===== src/rtl/incr_pkg.sv =====
// Shared constants, types and helpers for the incrementing arbiter slice.
package incr_pkg;

    localparam logic [1:0] ID_SMALL = 2'd0;
    localparam logic [1:0] ID_QUAD  = 2'd1;
    localparam logic [1:0] ID_WIDE  = 2'd2;

    localparam int SMALL_W = 2;
    localparam int QUAD_W  = 40;
    localparam int WIDE_W  = 70;

    typedef enum logic {
        ST_EMPTY = 1'b0,
        ST_FULL  = 1'b1
    } state_t;

    // Adds an offset to a requester index, wrapping 2 -> 0.
    function automatic logic [1:0] wrap_idx(input logic [1:0] base, input logic [1:0] offs);
        logic [2:0] sum;
        sum = {1'b0, base} + {1'b0, offs};
        if (sum >= 3'd3) begin
            sum = sum - 3'd3;
        end
        return sum[1:0];
    endfunction

endpackage


===== src/rtl/incr_arbiter_if.sv =====
// Request/response bundle between the requesters, the arbiter and the result consumer.
interface incr_arbiter_if;
    import incr_pkg::*;

    logic                en;
    logic [2:0]          req_valid;
    logic [2:0]          req_ready;
    logic [SMALL_W-1:0]  small_data;
    logic [QUAD_W-1:0]   quad_data;
    logic [WIDE_W-1:0]   wide_data;
    logic                rsp_valid;
    logic                rsp_ready;
    logic [1:0]          rsp_id;
    logic [WIDE_W-1:0]   rsp_data;

    modport master (
        output en, req_valid, small_data, quad_data, wide_data, rsp_ready,
        input  req_ready, rsp_valid, rsp_id, rsp_data
    );

    modport slave (
        input  en, req_valid, small_data, quad_data, wide_data, rsp_ready,
        output req_ready, rsp_valid, rsp_id, rsp_data
    );

endinterface


===== src/rtl/rr_arb3.sv =====
// Three-way round-robin arbiter: one-hot grant, priority rotates past the last accepted winner.
module rr_arb3
    import incr_pkg::*;
(
    input  logic       clk,
    input  logic       reset_l,
    input  logic [2:0] req,
    input  logic       advance,
    output logic [2:0] grant
);

    logic [1:0] ptr_q;

    // Scan from the priority pointer and grant the first asserted request.
    always_comb begin
        grant = 3'b000;
        for (int k = 0; k < 3; k++) begin
            if (grant == 3'b000 && req[wrap_idx(ptr_q, 2'(k))]) begin
                grant[wrap_idx(ptr_q, 2'(k))] = 1'b1;
            end
        end
    end

    // Move priority to the index after the winner, only when the grant is taken.
    always_ff @(posedge clk or negedge reset_l) begin
        if (!reset_l) begin
            ptr_q <= 2'd0;
        end else if (advance) begin
            case (grant)
                3'b001:  ptr_q <= 2'd1;
                3'b010:  ptr_q <= 2'd2;
                3'b100:  ptr_q <= 2'd0;
                default: ptr_q <= ptr_q;
            endcase
        end
    end

endmodule


===== src/rtl/incr_arbiter.sv =====
// Arbitrates three requesters onto one shared 70-bit incrementer with a single result register.
module incr_arbiter
    import incr_pkg::*;
#(
    parameter int CNT_W = 16
) (
    input  logic             clk,
    input  logic             reset_l,
    incr_arbiter_if.slave    bus,
    output logic [CNT_W-1:0] txn_count
);

    state_t            state_q;
    state_t            state_d;
    logic [2:0]        grant;
    logic              consume;
    logic              can_accept;
    logic              accept;
    logic [1:0]        sel_id;
    logic [WIDE_W-1:0] operand;
    logic [WIDE_W-1:0] inc_full;
    logic [WIDE_W-1:0] inc_result;
    logic [1:0]        rsp_id_q;
    logic [WIDE_W-1:0] rsp_data_q;

    assign bus.rsp_valid = (state_q == ST_FULL);
    assign bus.rsp_id    = rsp_id_q;
    assign bus.rsp_data  = rsp_data_q;

    assign consume    = bus.rsp_valid & bus.rsp_ready;
    assign can_accept = reset_l & bus.en & ((state_q == ST_EMPTY) | consume);
    assign bus.req_ready = can_accept ? grant : 3'b000;
    assign accept     = |bus.req_ready;

    rr_arb3 u_arb (
        .clk     (clk),
        .reset_l (reset_l),
        .req     (bus.req_valid),
        .advance (accept),
        .grant   (grant)
    );

    // Select the winning operand, increment it once, and wrap at the winner's own width.
    always_comb begin
        sel_id  = ID_SMALL;
        operand = '0;
        case (grant)
            3'b010: begin
                sel_id  = ID_QUAD;
                operand = {{(WIDE_W-QUAD_W){1'b0}}, bus.quad_data};
            end
            3'b100: begin
                sel_id  = ID_WIDE;
                operand = bus.wide_data;
            end
            default: begin
                sel_id  = ID_SMALL;
                operand = {{(WIDE_W-SMALL_W){1'b0}}, bus.small_data};
            end
        endcase
        inc_full = operand + {{(WIDE_W-1){1'b0}}, 1'b1};
        case (sel_id)
            ID_SMALL: inc_result = {{(WIDE_W-SMALL_W){1'b0}}, inc_full[SMALL_W-1:0]};
            ID_QUAD:  inc_result = {{(WIDE_W-QUAD_W){1'b0}}, inc_full[QUAD_W-1:0]};
            default:  inc_result = inc_full;
        endcase
    end

    // Result register occupancy: fills on accept, drains on consume unless refilled.
    always_comb begin
        state_d = state_q;
        case (state_q)
            ST_EMPTY: if (accept) state_d = ST_FULL;
            ST_FULL:  if (consume && !accept) state_d = ST_EMPTY;
            default:  state_d = ST_EMPTY;
        endcase
    end

    // Occupancy state register.
    always_ff @(posedge clk or negedge reset_l) begin
        if (!reset_l) begin
            state_q <= ST_EMPTY;
        end else begin
            state_q <= state_d;
        end
    end

    // Capture the incremented result on accept; otherwise hold it steady.
    always_ff @(posedge clk or negedge reset_l) begin
        if (!reset_l) begin
            rsp_id_q   <= 2'd0;
            rsp_data_q <= '0;
        end else if (accept) begin
            rsp_id_q   <= sel_id;
            rsp_data_q <= inc_result;
        end
    end

    // Count accepted requests, wrapping naturally at the counter width.
    always_ff @(posedge clk or negedge reset_l) begin
        if (!reset_l) begin
            txn_count <= '0;
        end else if (accept) begin
            txn_count <= txn_count + 1'b1;
        end
    end

endmodule


===== src/flat_wrapper.sv =====
// flat-port wrapper written by rule: the top's interface ports become plain ports
module incr_arbiter_flat import incr_pkg::*;
#(
    parameter int CNT_W = 16
)
  (clk, reset_l, txn_count, bus_en, bus_req_valid, bus_small_data, bus_quad_data, bus_wide_data, bus_rsp_ready, bus_req_ready, bus_rsp_valid, bus_rsp_id, bus_rsp_data);
  incr_arbiter_if bus_i ();
  input  logic clk;
  input  logic reset_l;
  output logic [CNT_W-1:0] txn_count;
  input wire logic [$bits(bus_i.en)-1:0] bus_en;
  input wire logic [$bits(bus_i.req_valid)-1:0] bus_req_valid;
  input wire logic [$bits(bus_i.small_data)-1:0] bus_small_data;
  input wire logic [$bits(bus_i.quad_data)-1:0] bus_quad_data;
  input wire logic [$bits(bus_i.wide_data)-1:0] bus_wide_data;
  input wire logic [$bits(bus_i.rsp_ready)-1:0] bus_rsp_ready;
  output wire logic [$bits(bus_i.req_ready)-1:0] bus_req_ready;
  output wire logic [$bits(bus_i.rsp_valid)-1:0] bus_rsp_valid;
  output wire logic [$bits(bus_i.rsp_id)-1:0] bus_rsp_id;
  output wire logic [$bits(bus_i.rsp_data)-1:0] bus_rsp_data;
  assign bus_i.en = bus_en;
  assign bus_i.req_valid = bus_req_valid;
  assign bus_i.small_data = bus_small_data;
  assign bus_i.quad_data = bus_quad_data;
  assign bus_i.wide_data = bus_wide_data;
  assign bus_i.rsp_ready = bus_rsp_ready;
  assign bus_req_ready = bus_i.req_ready;
  assign bus_rsp_valid = bus_i.rsp_valid;
  assign bus_rsp_id = bus_i.rsp_id;
  assign bus_rsp_data = bus_i.rsp_data;
  incr_arbiter #(.CNT_W(CNT_W)) u_core (.clk(clk), .reset_l(reset_l), .bus(bus_i), .txn_count(txn_count));
endmodule

===== config.mk =====
export PLATFORM = sky130hd
export DESIGN_NAME = incr_arbiter_flat
export DESIGN_NICKNAME = d
export VERILOG_FILES = /design/src/rtl/incr_pkg.sv /design/src/rtl/incr_arbiter_if.sv /design/src/rtl/rr_arb3.sv /design/src/rtl/incr_arbiter.sv /design/src/flat_wrapper.sv
export SDC_FILE = /design/constraint.sdc
export NUM_CORES = 1
export LEC_CHECK = 0
export ABC_AREA = 1
export CORE_AREA = 5 5 141 143
export CTS_CLUSTER_DIAMETER = 30
export DETAILED_ROUTE_END_ITERATION = 12
export DIE_AREA = 0 0 146 148
export PLACE_DENSITY = 0.71
export SETUP_SLACK_MARGIN = 0.4
export SLEW_MARGIN = 25
export SYNTH_ARGS = -nofsm -noshare
export SYNTH_HDL_FRONTEND = slang
export SYNTH_SLANG_ARGS = --single-unit

===== constraint.sdc =====
create_clock -name clk -period 3.34 [get_ports clk]
set_input_delay 1.002 -clock clk [delete_from_list [all_inputs] [get_ports clk]]
set_output_delay 1.002 -clock clk [all_outputs]
set_load 0.005 [all_outputs]

======== Word level (Yosys, flattened, before mapping) ========
Cells that the tools add are included.
operators by class
  multiply operators ...................... 0
  muxes and demuxes ....................... 29
  equal/unequal tests ..................... 4
  magnitude comparators ................... 12
  $add $sub $neg .......................... 7
  reductions and logical operators ........ 13
  divide/modulo/power cells ............... 0
  bitwise logic cells ..................... 7
  shift-type cells ........................ 0
operators by type and width
  operator                                                                              number
  70-bit one-hot mux with 2 select lines                                                2
  70-bit by 1-bit adder with 70-bit output (second input constant)                      1
  2-bit by 3-bit < comparator with 1-bit output (second input constant)                 6
  16-bit by 1-bit adder with 16-bit output (second input constant)                      1
  2-bit 2-to-1 mux                                                                      6
  3-bit 2-to-1 mux                                                                      4
  1-bit 2-to-1 mux                                                                      8
  1-bit binary-select mux with 2-bit select                                             3
  1-bit demux with 2-bit select                                                         3
  2-bit by 1-bit greater-or-equal comparator with 1-bit output (second input constant)  3
  3-bit by 2-bit greater-or-equal comparator with 1-bit output (second input constant)  2
  1-bit logical AND                                                                     6
  3-bit logical NOT                                                                     2
  3-bit OR                                                                              2
  2-bit one-hot mux with 3 select lines                                                 1
  2-bit subtractor (second input constant)                                              3
  2-bit one-hot mux with 2 select lines                                                 1
  2-bit by 1-bit adder with 3-bit output (second input constant)                        1
  2-bit by 2-bit adder with 3-bit output (second input constant)                        1
  1-bit bitwise AND                                                                     3
  3-bit by 1-bit == test with 1-bit output (second input constant)                      1
  3-bit by 2-bit == test with 1-bit output (second input constant)                      1
  3-bit == test (second input constant)                                                 1
  3-bit nonzero test                                                                    1
  9 further kinds                                                                       9
word-level totals
  register bits ........................... 91
  memories kept ........................... 0
  input port bits ......................... 119
  logic and storage cells ................. 77
  memory bits (read-only) ................. 0
  bits in writable memories ............... 0
  output and inout bits ................... 92
  bits in latches ......................... 0

======== Longest topological paths before layout ========
  word-level depth ........................ 34
  gate-level depth with buffers ........... 28
  depth with buffers taken out ............ 27

======== Cells and area by module ========
From an unflattened synthesis, not the netlist that was laid out.
second synthesis, totals
  cells, all modules ...................... 1159
  area, all modules ....................... 7322.0 sq um
modules (own cells, without submodules)
  module        instances  area an instance (sq um)  cells an instance  sequential area each (sq um)
  incr_arbiter  1          6901.6                    1093               2227.1
  rr_arb3       1          420.4                     66                 50.0

======== Worst setup path after synthesis ========
Ideal clock, no wire load.
  kind .................................... input-to-reg
  from .................................... in bus_req_valid[1]
  to ...................................... reg u_core.rsp_data_q[48], in the netlist u_core.bus.rsp_data[48]
  slack ................................... -0.228 ns
  cell stages on the path ................. 21
  buffers on the path ..................... 0
  library setup time ...................... 0.118 ns
  data required time ...................... 3.222 ns
  data arrival time ....................... 3.450 ns
  path through ............................ nand2_1 > nand3_1 > nand3_1 > nand3_1 > nor2_1 > nor2_2 > nand3_1 > nand2_1 > nor2_8 > nand2_2 > nand3_1 > nand3_1 > ha_1 > inv_1 > nor2_2 > nand2_1 > nor2_2 > nand3_1 > or2_0 > nand3_1 > nand2_1
on the way
  longest elaborated chain between the ends .. 13
  elaborated cells between the ends (all ways) .. 25
  classes of those cells .................. 1 x add/sub; 3 x eq/ne; 13 x mux; 2 x bitwise; 6 x reduce/logical
ends and longest elaborated chain
  item                                                                                             RTL line            text
  start, declared                                                                                  flat_wrapper.sv:12  input wire logic [$bits(bus_i.req_valid)-1:0] bus_req_valid;
  1-bit binary-select mux with 2-bit select                                                        rr_arb3.sv:18       if (grant == 3'b000 && req[wrap_idx(ptr_q, 2'(k))]) begin
  1-bit 2-to-1 mux (implied by the code)                                                           rr_arb3.sv:18
  3-bit 2-to-1 mux                                                                                 rr_arb3.sv:18
  3-bit logical NOT                                                                                rr_arb3.sv:18
  1-bit logical AND                                                                                rr_arb3.sv:18
  3-bit 2-to-1 mux                                                                                 rr_arb3.sv:18
  3-bit logical NOT                                                                                rr_arb3.sv:18
  1-bit logical AND                                                                                rr_arb3.sv:18
  3-bit 2-to-1 mux (*)                                                                             rr_arb3.sv:18
  3-bit == test or 3-bit by 2-bit == test with 1-bit output (tied branches)                        incr_arbiter.sv:47  case (grant)
  70-bit one-hot mux with 2 select lines or 2-bit one-hot mux with 2 select lines (tied branches)  incr_arbiter.sv:47
  70-bit by 1-bit adder with 70-bit output (tied with other cells)                                 incr_arbiter.sv:61  inc_full = operand + {{(WIDE_W-1){1'b0}}, 1'b1};
  70-bit one-hot mux with 2 select lines                                                           incr_arbiter.sv:62  case (sel_id)
  end signal, assigned                                                                             incr_arbiter.sv:95  rsp_data_q <= inc_result;
  end, declared                                                                                    incr_arbiter.sv:24  logic [WIDE_W-1:0] rsp_data_q;
Mark *: on every way between the ends. The rest lies on a longest branch, timed or not. The select of a mux whose other input is x is not followed.
A chain may end at the register's enable or synchronous reset.

======== Worst setup path in the final report ========
  from .................................... reg u_core.u_arb.ptr_q[0]
  to ...................................... reg u_core.rsp_data_q[42], in the netlist u_core.bus.rsp_data[42]
on the way
  longest elaborated chain between the ends .. 18
  elaborated cells between the ends (all ways) .. 54
  classes of those cells .................. 6 x add/sub; 9 x order compare; 3 x eq/ne; 25 x mux; 2 x bitwise; 9 x reduce/logical
ends and longest elaborated chain
  item                                                                                             RTL line            text
  start, declared                                                                                  rr_arb3.sv:12       logic [1:0] ptr_q;
  start signal, assigned                                                                           rr_arb3.sv:33       default: ptr_q <= ptr_q;
  branches (longest 13 deep; another with 2-bit by 1-bit adder with 3-bit output)                  --
  3-bit 2-to-1 mux (*)                                                                             rr_arb3.sv:18
  3-bit == test or 3-bit by 2-bit == test with 1-bit output (tied branches)                        incr_arbiter.sv:47
  70-bit one-hot mux with 2 select lines or 2-bit one-hot mux with 2 select lines (tied branches)  incr_arbiter.sv:47
  70-bit by 1-bit adder with 70-bit output (tied with other cells)                                 incr_arbiter.sv:61
  70-bit one-hot mux with 2 select lines                                                           incr_arbiter.sv:62
Every way passes the cells marked *. The select of a mux whose other input is x is not followed.

==> reports/results.ini <==
[outcome]
status = complete, but fails checks
violations = setup timing

[grt]
gr-total-overflow = 0
antenna_found_initial = 0
grt_pass1_vias = 9125
grt_first_pass_wirelength_um = 49300
track_usage = 0.288
grt_max_degree = 58

[route]
drc_errors = 0
num_vias = 9594
drt_iter0_drc = 804
routed_wl_um = 33300
postRouteAntennaNets = 0
drt-pass1-iter-count = 5
post_drt_wl_per_cell_um = 18.4
via_per_inst = 5.29

[synthesis]
synthFlopType = dfrtp_1
synth.mux.area_fraction = 0
synth_cell_types = 38
synth_edf_count = 0
syn_area_per_cell_um2 = 6.30
yosysTopAreaCellShare = 0.316
async_flop_share = 1.00
ys_ff_latch = 91
yosysTopAreaCell = dfrtp_1
synth-xor-area-share = 0.0535
synthAdderAreaFrac = 0.0104
ys_warn_count = 0
synth_top_family_by_area = simple AND/OR/NAND/NOR gates
yosysSeqAreaShare = 0.316
synth_area_leaders = dfrtp_1 32%, nand2_1 21%, nand3_1 9.6%
synth-simple-area-share = 0.501
syn_area_mm2 = 0.00720
synth_nets = 1268
synth-compound-area-share = 0.0402
synth_cells = 1143

[setup_path]
crit_fanout = 6
startpoint_type = register
path_class = reg -> reg
crit_path_end_kind = register
crit_arrival_ns = 3.85
required_ns = 3.59

[floorplanning]
die_h_um = 148
dieWidth_um = 146
io_pins = 211
start_util = 0.390
core_mm2 = 0.0185
dieArea_mm2 = 0.0216
fp-row-count = 50

[final_layout]
num-nets-final = 1698
synthToLayoutAreaGrowth_pct = 83.9
fillers = 1533
diodes = 0
final_cell_mix = 278 x nand2_1, 203 x clkdlybuf4s50_1, 201 x buf_4
final_cells = 1812
drive_above_1_share = 0.375
final_common_cell = nand2_1

[timing]
worst_slew_margin_rel = 0.478
final.period_utilization = 1.08
worst_slew_pin_slew_ns = 0.783
grt_setup_unrepaired = true
hold_violations = 0
whs_ns = 0.470
fin_crit_ns = 3.61
fmax_ghz = 0.277
setup_tns_ns = -9.85
setup_violations = 67
final.setup_skew_ns = 0.0157
worst_slack_ns = -0.267
drv_slew = 0

[min_path]
hold_class = reg -> reg

[cts]
cts-hold-fix-buffers = 0
insertion_delay_ns = 0.37
cts.reportedPaths.clkPinSlew_ns = 0.08
cts_max_level = 3
ctsLongestPathBuffers = 2
cts_made_buffers = 9
cts_tree = built
clock-sinks = 91
clockRootBuffer = clkbuf_16

[run]
drv_cap = 0

[place]
place_inst = 1749
io_buffers = 210
post-place-ws_ns = -1.05
gp_congestion = 0.925
dp_hpwl_um = 25400

[pwr]
leakage_nw = 6.03
ir_drop_uv = 926
cellPowerDensity_mw_per_mm2 = 1070
total_power_mw = 14.1

==> through the flow <==
step | utilization | instance area (um^2)
3_5_place_dp | 0.616 | 11400
4_1_cts | 0.672 | 12400
6_report | 0.717 | 13200
2_1_floorplan | - | 7540
5_1_grt | 0.717 | 13200
3_3_place_gp | 0.616 | 11400
==> synthesized netlist by cell type (3+ instances only) <==
cell	count
a21oi_1	3
and2_1	3
buf_2	18
buf_4	3
buf_6	3
clkbuf_1	14
dfrtp_1	91
ha_1	6
inv_1	91
inv_2	6
nand2_1	401
nand2_2	7
nand3_1	138
nand3b_1	6
nand4_1	62
nor2_1	147
nor2_2	20
nor2_4	4
nor3_1	13
nor3_2	4
o21ai_0	28
o21ai_1	12
or2_0	3
xnor2_1	21
xor2_1	23
==> registers in the layout (all words and copies together) (netlist names) <==
name,cells
u_core.txn_count,16
u_core.bus.rsp_id,2
u_core.bus.rsp_valid,1
u_core.u_arb.ptr_q,2
u_core.bus.rsp_data,70
==> worst max-delay path, stage by stage (launching register included) <==
cell,delay [ns]
dfrtp_1,0.42
buf_6,0.14
ha_4,0.17
buf_6,0.13
nand2_4,0.06
nand3_4,0.08
nand3_4,0.10
inv_1,0.08
a31oi_4,0.19
nand3_2,0.12
nand2_2,0.10
buf_6,0.11
inv_6,0.05
nor2_8,0.13
buf_6,0.14
clkbuf_16,0.13
nand3_1,0.07
nand2_2,0.13
nand2_2,0.12
nor2_4,0.18
nand2_1,0.16
nor2_2,0.15
nand3_1,0.10
or2_0,0.21
nand3_1,0.13
nand2_1,0.06
==> per-layer routing <==
layer	up-vias	track usage	wire length, um
li1	4558	-	-
met1	4519	0.391	13800
met2	440	0.478	15900
met3	77	0.0426	2540
met4	0	0.0851	1050
met5	-	0	0
==> path summary, 6_finish.rpt <==
check | startpoint | endpoint | slack (ns) | cells after the start
worst max-delay path | u_core.u_arb.ptr_q[0] | u_core.bus.rsp_data[42] | -0.27 | 25
worst min-delay path | u_core.txn_count[15] | u_core.txn_count[15] | 0.47 | 1
worst max register to register | u_core.u_arb.ptr_q[0] | u_core.bus.rsp_data[42] | -0.27 | 25
worst min register to register | u_core.txn_count[15] | u_core.txn_count[15] | 0.47 | 1
max in group asynchronous | reset_l | u_core.bus.rsp_data[37] | 1.43 | 3
min in group asynchronous | reset_l | u_core.bus.rsp_data[0] | 0.72 | 2
==> where the power goes <==
part,leakage (nW),total (mW),internal [mW],switching (mW)
clock network,0.149,1.08,0.534,0.542
logic,4.66,11.5,5.30,6.24
registers,1.22,1.52,1.35,0.168
==> cell type report <==
type	count	area (um^2)	area share
multi-input cells	916	5650	0.427
repair buffers	458	4330	0.327
flip-flops and latches	91	2280	0.172
inverters	97	384	0.0290
well taps	234	293	0.0221
clock buffers	9	225	0.0170
clock inverters	7	76.3	0.00577
==> timing repair <==
item	4_1_cts	5_1_grt
pin swaps	36	24
gates cloned	0	5
hold endpoints to repair	0	0
resized for setup	198	150
endpoints found under the setup margin	94	91
setup buffers	18	24
==> kinds of logic (layout without fill, tap and decap cells) <==
logic type | after synthesis | after routing
fa+ha+maj | 6 | 6
simple gates | 814 | 814
compound gates | 52 | 52
buf+inv | 136 | 571
xor+xnor | 44 | 44
flops | 91 | 91
No activity file was read; power rests on OpenSTA's default activity.
==> variant 1 (same flow settings) <==
`SMALL_W`: 2 -> 3.
--- a/src/rtl/incr_pkg.sv
+++ b/src/rtl/incr_pkg.sv
@@ -7,3 +7,3 @@
 
-    localparam int SMALL_W = 2;
+    localparam int SMALL_W = 3;
     localparam int QUAD_W  = 40;
Ports: changed (resized bus_small_data); port bits go from 211 to 212. The function was not compared with the original's and may differ.
==> variant 1 against the unedited design <==
The run still ends with negative setup slack left; non-clock buffer count up 33; die area stayed put; global-route usage about the same; largest power group unchanged; design area increased by 5.0%; highest routed layer unchanged; sequential cell count unchanged; setup slack lost 130 ps; largest cell class unchanged; count of clock-buffer cells in the layout unchanged; critical path depth up 2; total power rose by 2.2%; via count rose by 4.3%; routed wire length rose by 6.2%; area after synthesis grew 1.1%.
==> variant 1: results (changes against the unedited design) <==
{| class="wikitable"
! Metric !! Value
|-
| Run status || finished, violations left (unchanged)
|-
| Failing checks || negative setup slack (unchanged)
|-
| Met2 demand-to-capacity share in global routing || 48.87% (was 47.83%)
|-
| Detailed-route wire length per cell || 18.92 um (was 18.38 um)
|-
| Global placer's final weighted congestion || 1.024 (was 0.9247)
|-
| DR iter-0 viols || 848 (was 804)
|-
| Final wirelength || 35.35 mm (was 33.30 mm)
|-
| Data arrival at the endpoint of the critical path || 3980 ps (was 3850 ps)
|-
| Routed length on met2 || 17.19 mm (was 15.92 mm)
|-
| Standard cell area after detailed placement || 0.01161 mm^2 (was 0.01137 mm^2)
|-
| Wire length of the first global-routing pass || 49.12 mm (was 49.30 mm)
|-
| Setup total negative slack || -17880 ps (was -9850 ps)
|-
| Fraction of met3 tracks used by global routing || 6.468% (was 4.261%)
|-
| Worst voltage drop across the vdd grid || 0.0008968 V (was 0.0009256 V)
|-
| Setup violators final || 70 (was 67)
|-
| Layout cells sized above 1 || 42.17% (was 37.45%)
|-
| Post-detailed-placement half-perimeter wirelength || 25.15 mm (was 25.38 mm)
|-
| Sequential-to-total area share from yosys stat || 31.28% (was 31.64%)
|-
| Worst Reg2Reg Path Length in Cells || 27 (was 25)
|-
| Setup slack after layout || -396.6 ps (was -266.7 ps)
|-
| Placed Cells incl. Taps || 1801 (was 1749)
|-
| Net switching fraction of the power || 49.43% (was 49.16%)
|-
| Largest net degree at the start of global routing || 49 (was 58)
|-
| Post-Place Setup Slack || -1035 ps (was -1052 ps)
|-
| Number of port buffers || 211 (was 210)
|-
| Via-per-instance ratio || 5.358 (was 5.295)
|-
| Dominant cells by area after synthesis || sky130_fd_sc_hd__dfrtp_1 (31%), sky130_fd_sc_hd__nand2_1 (22%), sky130_fd_sc_hd__nand3_1 (11%) (was sky130_fd_sc_hd__dfrtp_1 (32%), sky130_fd_sc_hd__nand2_1 (21%), sky130_fd_sc_hd__nand3_1 (9.6%))
|-
| Worst stage delay on the critical path || 440 ps (was 420 ps)
|-
| Transition time at the pin with the least slew margin || 649.4 ps (was 783.1 ps)
|-
| Routed length on met1 || 14.07 mm (was 13.79 mm)
|-
| Cell at the slowest stage of the critical path || sky130_fd_sc_hd__dfrtp_2 (was sky130_fd_sc_hd__dfrtp_1)
|-
| Net count of the mapped netlist || 1285 (was 1268)
|-
| Number of distinct library cells after synthesis || 41 (was 38)
|-
| Met3 Wirelength || 2.621 mm (was 2.538 mm)
|-
| Crit-path max FO || 8 (was 6)
|}
==> variant 1: worst paths after layout <==
path / end / from / slack, ps
max in group asynchronous: u_core.txn_count[14]$_DFFE_PN0P_ / reset_l / 1450
min reg2reg: u_core.txn_count[15]$_DFFE_PN0P_ / u_core.txn_count[15]$_DFFE_PN0P_ / 460
max reg2reg: u_core.bus.rsp_data[42]$_DFFE_PN0P_ / u_core.u_arb.ptr_q[1]$_DFFE_PN0P_ / -400
max: u_core.bus.rsp_data[42]$_DFFE_PN0P_ / u_core.u_arb.ptr_q[1]$_DFFE_PN0P_ / -400
min in group asynchronous: u_core.bus.rsp_data[14]$_DFFE_PN0P_ / reset_l / 780
min: u_core.txn_count[15]$_DFFE_PN0P_ / u_core.txn_count[15]$_DFFE_PN0P_ / 460
==> variant 1: what timing repair did <==
item / CTS / global route
gates cloned: 2 / 2
hold endpoints to repair: 0 / 0
buffers inserted: 20 / 27
pin swaps: 66 / 91
endpoints found under the setup margin: 94 / 87
gates resized for setup: 201 / 245
==> variant 1: cell type report <==
class / count / area [um^2]
clock buffers: 9 / 225.2
clock inverters: 7 / 66.31
fillers: 1306 / 4556
inverters: 109 / 421.7
multi-input cells: 927 / 6093
flip-flops and latches: 91 / 2278
well taps: 234 / 292.8
repair buffers: 491 / 4522
==> variant 1: power by group through the flow <==
stage | Clock, mW | Sequential (mW) | Combinational [mW]
2_1_floorplan | 0 | 1.56 | 4.34
3_3_place_gp | 0 | 1.54 | 8.22
3_5_place_dp | 0 | 1.55 | 8.32
4_1_cts | 1.07 | 1.54 | 9.55
5_1_grt | 1.11 | 1.58 | 12.4
6_report | 1.06 | 1.54 | 11.8
==> variant 1: worst max-delay path: cells and delay by family, from the launching register on <==
family	cells	cell delay, ps
simple gates	20	2120
flops	1	440
fa+ha+maj	1	290
buf+inv	6	740
==> variant 2 (same flow settings) <==
Made on the original files. Reset style: synchronous (`reset_l`), changed in 4 clocked blocks.
--- a/src/rtl/rr_arb3.sv
+++ b/src/rtl/rr_arb3.sv
@@ -24,3 +24,3 @@
     // Move priority to the index after the winner, only when the grant is taken.
-    always_ff @(posedge clk or negedge reset_l) begin
+    always_ff @(posedge clk) begin
         if (!reset_l) begin
--- a/src/rtl/incr_arbiter.sv
+++ b/src/rtl/incr_arbiter.sv
@@ -79,3 +79,3 @@
     // Occupancy state register.
-    always_ff @(posedge clk or negedge reset_l) begin
+    always_ff @(posedge clk) begin
         if (!reset_l) begin
@@ -88,3 +88,3 @@
     // Capture the incremented result on accept; otherwise hold it steady.
-    always_ff @(posedge clk or negedge reset_l) begin
+    always_ff @(posedge clk) begin
         if (!reset_l) begin
@@ -99,3 +99,3 @@
     // Count accepted requests, wrapping naturally at the counter width.
-    always_ff @(posedge clk or negedge reset_l) begin
+    always_ff @(posedge clk) begin
         if (!reset_l) begin
Behaviour: differs if reset_l is asserted again (counterexample within 4 cycles, from zero or initial values and one cycle with reset_l low); with reset_l held inactive, the same outputs for 4 cycles.
==> variant 2 against the unedited design <==
Sequential power is 14% lower; design area up 6.2%; total power is 31% lower; routed wire length grew 13%; setup slack worse by 94 ps; worst hold slack worse by 8.3 ps; the run still ends with negative setup slack left; non-clock buffer count is 37 higher; sequential cell count unchanged; area after synthesis up 3.0%.
==> variant 2: results (changes against the unedited design) <==
{| class="wikitable"
! Metric !! Value
|-
| Run status || finished, violations left (unchanged)
|-
| Failing checks || negative setup slack (unchanged)
|-
| Setup slack after layout || -360.5 ps (was -266.7 ps)
|-
| Post-Layout Cell Count || 1920 (was 1812)
|-
| Global placer's final weighted congestion || 0.9959 (was 0.9247)
|-
| Multi-input combinational gate total || 974 (was 916)
|-
| Buffers outside the clock class || 495 (was 458)
|-
| Growth of design area from synthesis to finish || 89.64% (was 83.94%)
|-
| Static power due to leakage || 5.990 nW (was 6.034 nW)
|-
| Hold Crit Start || u_core.bus.rsp_data[29]$_SDFFE_PN0P_ (was u_core.txn_count[15]$_DFFE_PN0P_)
|-
| Final wirelength || 37.76 mm (was 33.30 mm)
|-
| Portion of the layout cell area used by non-clock buffers || 33.53% (was 32.70%)
|-
| Worst voltage drop across the vdd grid || 0.0006667 V (was 0.0009256 V)
|-
| Net count of the mapped netlist || 1347 (was 1268)
|-
| Dominant cells by area after synthesis || sky130_fd_sc_hd__dfxtp_1 (25%), sky130_fd_sc_hd__nand2_1 (18%), sky130_fd_sc_hd__nand3_1 (8.7%) (was sky130_fd_sc_hd__dfrtp_1 (32%), sky130_fd_sc_hd__nand2_1 (21%), sky130_fd_sc_hd__nand3_1 (9.6%))
|-
| Worst stage delay on the critical path || 170 ps (was 420 ps)
|-
| Most used flip-flop cell after synthesis || sky130_fd_sc_hd__dfxtp_1 (was sky130_fd_sc_hd__dfrtp_1)
|-
| Hold slack || 461.7 ps (was 470.0 ps)
|-
| Placed Cells incl. Taps || 1836 (was 1749)
|-
| Xor and xnor area share after synthesis || 3.190% (was 5.355%)
|-
| Post-Place Setup Slack || -1132 ps (was -1052 ps)
|-
| Power Density || 692.1 mW/mm^2 (was 1068 mW/mm^2)
|-
| Total routing resource utilization after global routing || 31.03% (was 28.79%)
|-
| Setup violators final || 68 (was 67)
|-
| Rel. slew slack || 75.01% (was 47.79%)
|-
| Count of cells along the worst hold path || 2 (was 1)
|-
| Complex-gate fraction of the synthesized area || 9.014% (was 4.016%)
|-
| Sequential-to-total area share from yosys stat || 24.58% (was 31.64%)
|-
| Routed vias || 10440 (was 9594)
|-
| FFs w/ async S/R, synth || 0% (was 100.0%)
|-
| Layout cells sized above 1 || 39.92% (was 37.45%)
|-
| Post-synthesis adder-cell area fraction || 1.013% (was 1.043%)
|-
| Number of distinct library cells after synthesis || 50 (was 38)
|-
| Fraction of area in multi-input gates || 46.12% (was 42.69%)
|-
| Sequential cell power || 1.30 mW (was 1.52 mW)
|-
| Hold path endpoint || u_core.bus.rsp_data[29]$_SDFFE_PN0P_ (was u_core.txn_count[15]$_DFFE_PN0P_)
|-
| Reported net switching power || 4.710 mW (was 6.948 mW)
|-
| Sequential standard cell area || 0.001824 mm^2 (was 0.002278 mm^2)
|-
| Final clock skew || 10.89 ps (was 15.70 ps)
|-
| Wire length of the first global-routing pass || 53.21 mm (was 49.30 mm)
|-
| Setup total negative slack || -14050 ps (was -9850 ps)
|}
## variant 2: cell count changes in the layout (fill, tap and decap cells not counted), moves of 13 or more
cell | unedited run | this run
sky130_fd_sc_hd__nand2_2 | 104 | 76
sky130_fd_sc_hd__nor2_4 | 53 | 77
sky130_fd_sc_hd__dfxtp_1 | 0 | 89
sky130_fd_sc_hd__nand2_1 | 278 | 256
sky130_fd_sc_hd__nand2_4 | 25 | 61
sky130_fd_sc_hd__buf_4 | 201 | 223
sky130_fd_sc_hd__xnor2_1 | 19 | 4
sky130_fd_sc_hd__a21oi_1 | 3 | 76
sky130_fd_sc_hd__nor2_2 | 58 | 29
sky130_fd_sc_hd__o21ai_1 | 24 | 11
sky130_fd_sc_hd__dfrtp_1 | 90 | 0
## variant 2: worst max path at each step
stage | start | end | slack [ps]
after global placement | bus_req_valid[0] | u_core.bus.rsp_data[65]$_SDFFE_PN0P_ | -1100
after global routing | bus_req_valid[2] | u_core.bus.rsp_data[62]$_SDFFE_PN0P_ | -530
after detailed placement | bus_req_valid[0] | u_core.bus.rsp_data[66]$_SDFFE_PN0P_ | -1130
after floorplan | bus_req_valid[0] | u_core.bus.rsp_data[32]$_SDFFE_PN0P_ | -60
after CTS | bus_req_valid[1] | u_core.bus.rsp_data[21]$_SDFFE_PN0P_ | -160
final | bus_req_valid[2] | u_core.bus.rsp_data[62]$_SDFFE_PN0P_ | -360
## variant 2: repair_timing
action                     in CTS  in global routing
gates resized for setup       274                147
cloned                          2                  3
pin swaps                     107                 80
setup endpoints to repair      94                 86
buffers inserted               38                 25
## variant 2: metal layers
layer  routed length, um  track usage (%)  vias to the layer above
met5                   0                0                        -
met2               18480            53.20                      515
met3                3027            7.879                      131
li1                    -                -                     4899
met1               14610            36.67                     4891
met4                1639            14.02                        0
